--- config.mk ---
export PLATFORM = sky130hd
export DESIGN_NAME = mbssoc_bus_arbiter
export DESIGN_NICKNAME = d
export VERILOG_FILES = /design/src/rtl/mbssoc_pkg.sv /design/src/rtl/mbssoc_rr_picker.sv /design/src/rtl/mbssoc_bus_arbiter.sv
export SDC_FILE = /design/constraint.sdc
export NUM_CORES = 1
export LEC_CHECK = 0
export ABC_AREA = 1
export CORE_AREA = 5 5 77 79
export DETAILED_ROUTE_END_ITERATION = 10
export DIE_AREA = 0 0 82 84
export PLACE_DENSITY_LB_ADDON = 0.3
export SLEW_MARGIN = 20
export SYNTH_ARGS = -nofsm -noshare
export SYNTH_HDL_FRONTEND = slang
export SYNTH_SLANG_ARGS = --single-unit
--- constraint.sdc ---
create_clock -name clk -period 1.6 [get_ports clk]
set_input_delay 0.32 -clock clk [delete_from_list [all_inputs] [get_ports clk]]
set_output_delay 0.32 -clock clk [all_outputs]
set_load 0.05 [all_outputs]
--- src/rtl/mbssoc_pkg.sv ---
// ============================================================================
// Package  : mbssoc_pkg
// Desc     : Shared arbiter state encoding, bus ctrl bit indices, default widths.
// Revision : 1.0 - initial release
// ============================================================================
`default_nettype none

package mbssoc_pkg;

    typedef enum logic [0:0] {
        ARB_IDLE = 1'b0,
        ARB_OWN  = 1'b1
    } arb_state_t;

    localparam int CTRL_RE = 0;
    localparam int CTRL_WE = 1;

    localparam int DEF_NUM_MST     = 2;
    localparam int DEF_ADDR_W      = 32;
    localparam int DEF_DATA_W      = 32;
    localparam int DEF_CTRL_W      = 2;
    localparam int DEF_TIMEOUT_CYC = 16;

    // Index of the set bit in a one-hot vector of up to 8 masters.
    function automatic logic [2:0] onehot_to_idx(input logic [7:0] oh);
        logic [2:0] idx;
        idx = 3'd0;
        for (int i = 0; i < 8; i++) begin
            if (oh[i]) idx = 3'(i);
        end
        return idx;
    endfunction

endpackage

`default_nettype wire

--- src/rtl/mbssoc_rr_picker.sv ---
// ============================================================================
// Module   : mbssoc_rr_picker
// Desc     : Combinational round-robin pick: first set req at or above start, wrapping.
// Revision : 1.0 - initial release
// ============================================================================
`default_nettype none

module mbssoc_rr_picker
    import mbssoc_pkg::*;
#(
    parameter int NUM_MST = DEF_NUM_MST,
    parameter int PTR_W   = $clog2(DEF_NUM_MST)
) (
    input  logic [NUM_MST-1:0] req,
    input  logic [PTR_W-1:0]   start,
    output logic [NUM_MST-1:0] winner,
    output logic               valid
);

    logic [NUM_MST-1:0] w_at_or_above;
    logic [NUM_MST-1:0] w_hi_req;
    logic [NUM_MST-1:0] w_first_hi;
    logic [NUM_MST-1:0] w_first_all;

    // Requests at or above the pointer win first; otherwise wrap to the lowest request.
    assign w_at_or_above = ~((NUM_MST'(1) << start) - NUM_MST'(1));
    assign w_hi_req      = req & w_at_or_above;
    assign w_first_hi    = w_hi_req & (~w_hi_req + NUM_MST'(1));
    assign w_first_all   = req & (~req + NUM_MST'(1));

    assign winner = (|w_hi_req) ? w_first_hi : w_first_all;
    assign valid  = |req;

endmodule

`default_nettype wire

--- src/rtl/mbssoc_bus_arbiter.sv ---
// ============================================================================
// Module   : mbssoc_bus_arbiter
// Desc     : Round-robin owner arbitration and mux of the shared SoC system bus.
// Config   : ARB_TIMEOUT_EN - revoke a grant held TIMEOUT_CYC cycles while others wait.
// Revision : 1.0 - initial release
// ============================================================================
`default_nettype none

module mbssoc_bus_arbiter
    import mbssoc_pkg::*;
#(
    parameter int NUM_MST     = DEF_NUM_MST,
    parameter int ADDR_W      = DEF_ADDR_W,
    parameter int DATA_W      = DEF_DATA_W,
    parameter int CTRL_W      = DEF_CTRL_W,
    parameter int TIMEOUT_CYC = DEF_TIMEOUT_CYC
) (
    input  logic                        clk,
    input  logic                        rst_n,
    input  logic [NUM_MST-1:0]          req,
    input  logic [NUM_MST*ADDR_W-1:0]   m_addr,
    input  logic [NUM_MST*CTRL_W-1:0]   m_ctrl,
    input  logic [NUM_MST*DATA_W-1:0]   m_wdata,
    output logic [NUM_MST-1:0]          grant,
    output logic [$clog2(NUM_MST)-1:0]  owner,
    output logic                        busy,
    output logic [ADDR_W-1:0]           bus_addr,
    output logic [CTRL_W-1:0]           bus_ctrl,
    output logic [DATA_W-1:0]           bus_wdata,
    output logic                        timeout_evt
);

    localparam int OWN_W = $clog2(NUM_MST);

    arb_state_t         r_state, w_state_nxt;
    logic [NUM_MST-1:0] r_grant, w_grant_nxt;
    logic [OWN_W-1:0]   r_owner, w_owner_nxt;
    logic [OWN_W-1:0]   r_rr_ptr, w_rr_nxt;
    logic [OWN_W-1:0]   w_owner_inc;
    logic [OWN_W-1:0]   w_pick_start;
    logic [NUM_MST-1:0] w_pick_mask;
    logic [NUM_MST-1:0] w_pick_win;
    logic [OWN_W-1:0]   w_pick_idx;
    logic               w_pick_valid;
    logic               w_revoke;
    logic               w_handover;

    assign w_owner_inc  = (r_owner == OWN_W'(NUM_MST - 1)) ? '0 : r_owner + OWN_W'(1);
    // While owning, the search starts past the owner and excludes it, so a revoke never re-picks it.
    assign w_pick_start = (r_state == ARB_OWN) ? w_owner_inc : r_rr_ptr;
    assign w_pick_mask  = req & ~r_grant;
    assign w_handover   = (r_state == ARB_OWN) && (!req[r_owner] || w_revoke);

    mbssoc_rr_picker #(
        .NUM_MST (NUM_MST),
        .PTR_W   (OWN_W)
    ) u_picker (
        .req    (w_pick_mask),
        .start  (w_pick_start),
        .winner (w_pick_win),
        .valid  (w_pick_valid)
    );

    assign w_pick_idx = OWN_W'(onehot_to_idx(8'(w_pick_win)));

    always_comb begin
        w_state_nxt = r_state;
        w_grant_nxt = r_grant;
        w_owner_nxt = r_owner;
        w_rr_nxt    = r_rr_ptr;
        case (r_state)
            ARB_IDLE: begin
                if (w_pick_valid) begin
                    w_state_nxt = ARB_OWN;
                    w_grant_nxt = w_pick_win;
                    w_owner_nxt = w_pick_idx;
                end
            end
            ARB_OWN: begin
                if (w_handover) begin
                    w_rr_nxt = w_owner_inc;
                    if (w_pick_valid) begin
                        w_grant_nxt = w_pick_win;
                        w_owner_nxt = w_pick_idx;
                    end else begin
                        w_state_nxt = ARB_IDLE;
                        w_grant_nxt = '0;
                        w_owner_nxt = '0;
                    end
                end
            end
            default: begin
                w_state_nxt = ARB_IDLE;
                w_grant_nxt = '0;
                w_owner_nxt = '0;
            end
        endcase
    end

    always_ff @(posedge clk) begin
        if (!rst_n) begin
            r_state  <= ARB_IDLE;
            r_grant  <= '0;
            r_owner  <= '0;
            r_rr_ptr <= '0;
        end else begin
            r_state  <= w_state_nxt;
            r_grant  <= w_grant_nxt;
            r_owner  <= w_owner_nxt;
            r_rr_ptr <= w_rr_nxt;
        end
    end

`ifdef ARB_TIMEOUT_EN
    localparam int CNT_W = $clog2(TIMEOUT_CYC);

    logic [CNT_W-1:0] r_hold_cnt;
    logic             r_timeout_evt;
    logic             w_others;

    assign w_others = |(req & ~r_grant);
    assign w_revoke = (r_state == ARB_OWN) && req[r_owner] && w_others &&
                      (r_hold_cnt == CNT_W'(TIMEOUT_CYC - 1));

    always_ff @(posedge clk) begin
        if (!rst_n) begin
            r_hold_cnt    <= '0;
            r_timeout_evt <= 1'b0;
        end else begin
            r_timeout_evt <= w_revoke;
            if ((r_state != ARB_OWN) || w_handover || !w_others) begin
                r_hold_cnt <= '0;
            end else begin
                r_hold_cnt <= r_hold_cnt + CNT_W'(1);
            end
        end
    end

    assign timeout_evt = r_timeout_evt;
`else
    assign w_revoke    = 1'b0;
    assign timeout_evt = 1'b0;

    if (TIMEOUT_CYC < 2) begin : g_timeout_unused
    end
`endif

    // AND-OR mux on the registered one-hot grant; an idle bus presents all zeros.
    always_comb begin
        bus_addr  = '0;
        bus_ctrl  = '0;
        bus_wdata = '0;
        for (int i = 0; i < NUM_MST; i++) begin
            if (r_grant[i]) begin
                bus_addr  = bus_addr  | m_addr[i*ADDR_W +: ADDR_W];
                bus_ctrl  = bus_ctrl  | m_ctrl[i*CTRL_W +: CTRL_W];
                bus_wdata = bus_wdata | m_wdata[i*DATA_W +: DATA_W];
            end
        end
    end

    assign grant = r_grant;
    assign owner = r_owner;
    assign busy  = (r_state == ARB_OWN);

endmodule

`default_nettype wire
* Word-level counts from Yosys, hierarchy flattened *
Cells that the tools add are included.

storage, ports and cells
  flip-flop bits (word level) = 5
  output and inout port bits = 71
  logic and storage cells = 53

cells by class
  add/subtract/negate cells = 4
  magnitude comparators = 1
  equal/unequal tests = 2
  shift-type cells = 1
  mux-type cells = 23
  bitwise logic cells = 12
  reductions and logical operators = 6

operator list
  kind                                                                   count
  32-bit two-way mux                                                     4
  32-bit bitwise OR                                                      2
  2-bit two-way mux                                                      6
  1-bit two-way mux                                                      10
  2-bit AND                                                              4
  2-bit NOT                                                              4
  2-bit by 1-bit adder with 2-bit output (second input constant)         2
  2-bit by 1-bit != test with 1-bit output (second input constant)       2
  1-bit one-hot mux with 2 select lines                                  2
  2-bit one-hot mux with 2 select lines                                  1
  2-bit AND reduction                                                    2
  2-bit OR reduction                                                     2
  1-bit by 2-bit < comparator with 1-bit output (second input constant)  1
  2-bit bitwise OR                                                       1
  1-bit by 1-bit left shift with 2-bit output (first input constant)     1
  2-bit subtractor (second input constant)                               1
  1-bit adder (second input constant)                                    1
  1-bit logical AND                                                      1
  1-bit zero test                                                        1
  1-bit NOT                                                              1

* Logic depth before layout (Yosys ltp) *
  depth after elaboration = 15
  gate-level depth with buffers = 7
  depth with buffers taken out = 7

* Cells and area by module *
Synthesis repeated with hierarchy kept, for this count alone.

second synthesis, totals
  cells, all modules = 124
  area total of the unflattened synthesis = 942.2 µm²

modules (own cells, without submodules)
  module              instances  cells an instance  area each (µm²)  seq. area each (µm²)
  mbssoc_bus_arbiter  1          118                917.1            80.1
  mbssoc_rr_picker    1          6                  25.0             0.0

* Worst setup path before layout *
No wires, ideal clock.

  path type = flip-flop to output port
  from = register, netlist name owner
  to = output bus_addr[0]
  data arrival time = 1.589 ns
  required time = 1.280 ns
  path slack = -0.309 ns
  stages on the path, launching flop included = 4
  buffers on the path = 2
  path through = dfxtp_1 > buf_2 > buf_4 > a22o_1

RTL lines
  item       RTL line                  text
  to (decl)  mbssoc_bus_arbiter.sv:27  output logic [ADDR_W-1:0] bus_addr,

* Final worst setup path *
  from = register r_grant[0], in the netlist grant[0]
  to = output bus_wdata[17]

between the ends
  longest elaborated chain between the ends = 3

RTL lines
  item                    RTL line                   text
  from (decl)             mbssoc_bus_arbiter.sv:36   logic [NUM_MST-1:0] r_grant, w_grant_nxt;
  from (signal assigned)  mbssoc_bus_arbiter.sv:108  r_grant <= w_grant_nxt;
  32-bit two-way mux (*)  mbssoc_bus_arbiter.sv:154  if (r_grant[i]) begin
  32-bit bitwise OR       mbssoc_bus_arbiter.sv:157  bus_wdata = bus_wdata | m_wdata[i*DATA_W +: DATA_W];
  32-bit two-way mux (*)  mbssoc_bus_arbiter.sv:154
  to (decl)               mbssoc_bus_arbiter.sv:29   output logic [DATA_W-1:0] bus_wdata,

Mark *: on every way between the ends. The rest lies on a longest branch, timed or not.

==> flow_metrics.tcl <==
set metrics [dict create \
    grt_max_degree 65 \
    ys_warn_count 0 \
    maxCapViolations 0 \
    insertion_delay_ps 220 \
    layout.cells.most_common "clkdlybuf4s50_1" \
    peakVddDrop_v 0.000800 \
    finalCritPeriodShare_pct 95.2 \
    place_congestion 0.852 \
    cts_sinks 4 \
    avgSynthCellArea_um2 7.40 \
    cp.required_ps 1280 \
    m1WireLength_um 2480 \
    cts-root-buf "clkbuf_8" \
    final_core_util_pct 73.3 \
    synth-seq-cells 4 \
    p_per_area_nw_per_um2 1000 \
    dr_wl_met3_um 805 \
    synth_cells 120 \
    status "finished, final reports clean" \
    crit_fanout 34 \
    cp.arrival_ps 1200 \
    first_pass_iters 4 \
    ys_seq_area_share_pct 9.01 \
    cts_buffers 3 \
    synthToLayoutAreaGrowth_pct 335 \
    routed_via_density 4.75 \
    track_usage_pct 20.4 \
    cp-start-kind "flip-flop" \
    clock_skew_ps 2.68 \
    stdcell_count 389 \
    cts.path.max_buffers 2 \
    routed_wl_um 7870 \
    wl_met2_um 4420 \
    setup_viol 0 \
    path_class "flip-flop to output pin" \
    diodes 0 \
    fmax_mhz 656 \
    rsz0062_at_grt "no" \
    vias 1849 \
    fin_crit_ps 1520 \
    first_global_vias 1831 \
    drive_above_1_share_pct 44.8 \
    coreArea_um2 5270 \
    die_area_um2 6890 \
    rows 27 \
    setup_tns_ps 0 \
    syn_nets 256 \
    drcViolationCount 0 \
    tritoncts "yes" \
    hold_viol 0 \
    dp_cells 385 \
    antenna_found_initial 0 \
    wl_per_cell_um 20.2 \
    synth_cell_type_count 14 \
    io_buffer_count 205 \
    post_cts_buffers 0 \
    hold_path_class "flip-flop to flip-flop" \
    initial_core_util_pct 16.9 \
    htree_levels 1 \
    die_h_um 84 \
    cp-end-kind "output pin" \
    slew_violations 0 \
    ant_nets 0 \
    die_w_um 82 \
    grt_pass1_wl_um 10700 \
    dp_hpwl_um 6540 \
    ios 207 \
    overflow 0 \
    clk_pin_slew_ps 30 \
    top_layer_used "met4" \
    p_leak_nw 1.59 \
    final_nets 455 \
    final_cell_mix "135 x clkdlybuf4s50_1, 73 x buf_12, 60 x a22o_2" \
    synthesis.area_um2 888 \
    power.total_mw 3.87 \
    drt_iter0_drc 77 \
]
## per-stage QoR
| stage | instance area, um2 | setup WS, ps | hold WS, ps |
|---|---|---|---|
| floorplan | 966 | 46.3 | 433 |
| global placement | 3790 | 110 | 456 |
| detailed placement | 3790 | 88.7 | 476 |
| CTS | 3830 | 2.15 | 481 |
| global route | 3860 | 38.3 | 529 |
| finish | 3860 | 76.5 | 481 |
## state kept, by name, indices dropped and copies added (netlist names)
signal and cells:
busy 1, r_rr_ptr 1, grant 1, owner 1
## what timing repair did
| item | CTS | global route |
|---|---|---|
| endpoints found under the setup margin | 0 | 5 |
| endpoints found under the hold margin | 0 | 0 |
| gates resized for setup | 0 | 2 |
| hold buffers | 0 | 0 |
## power breakdown
part	switching (mW)	total [mW]	internal, mW
logic	1.74	3.50	1.76
clock network	0.0591	0.220	0.161
registers	0.0279	0.146	0.118
total	1.83	3.87	2.04
## cell type report
cell class	count	area [um2]
clock buffer	3	41.3
fill	387	1410
inverter	5	18.8
multi-input combinational	95	783
sequential	4	85.1
tap	72	90.1
timing repair buffer	210	2850
## synth_stat cells
| cell | n | area (um2) |
|---|---|---|
| a21oi_1 | 2 | 10.0 |
| a22o_1 | 66 | 578 |
| a31oi_1 | 1 | 6.26 |
| buf_2 | 6 | 30.0 |
| buf_4 | 6 | 45.0 |
| clkbuf_1 | 4 | 15.0 |
| conb_1 | 1 | 3.75 |
| dfxtp_1 | 4 | 80.1 |
| inv_1 | 4 | 15.0 |
| inv_2 | 1 | 3.75 |
| nand2_1 | 15 | 56.3 |
| nand3_1 | 4 | 20.0 |
| nand4_1 | 1 | 6.26 |
| nor2_1 | 5 | 18.8 |
## final timing paths
path / start / depth (start not counted) / slack [ps] / end
hold / removal: r_rr_ptr / 2 / 480 / r_rr_ptr
setup reg to reg: owner / 8 / 380 / owner
setup / recovery: grant[0] / 3 / 80 / bus_wdata[17]
hold reg to reg: r_rr_ptr / 2 / 480 / r_rr_ptr
## worst max-delay path: stages (launching register included)
cell     delay (ps)
dfxtp_4         370
buf_12          180
a22o_2          280
buf_12          150
## layer usage
metal	vias to the layer above	global-route usage [%]
li1	876	-
met1	844	20.5
met2	115	39.7
met3	14	4.97
met4	0	6.19
met5	-	0
## logic make-up (layout without fill, tap and decap cells)
logic type | after synthesis | in the layout | share of synthesized area (%)
other | 1 | 1 | 0.422
DFF | 4 | 4 | 9.01
buffers and inverters | 21 | 218 | 12.3
and+or+nand+nor | 25 | 25 | 11.4
AOI/OAI and AO/OA | 69 | 69 | 66.9
(Power assumes the default switching activity.)
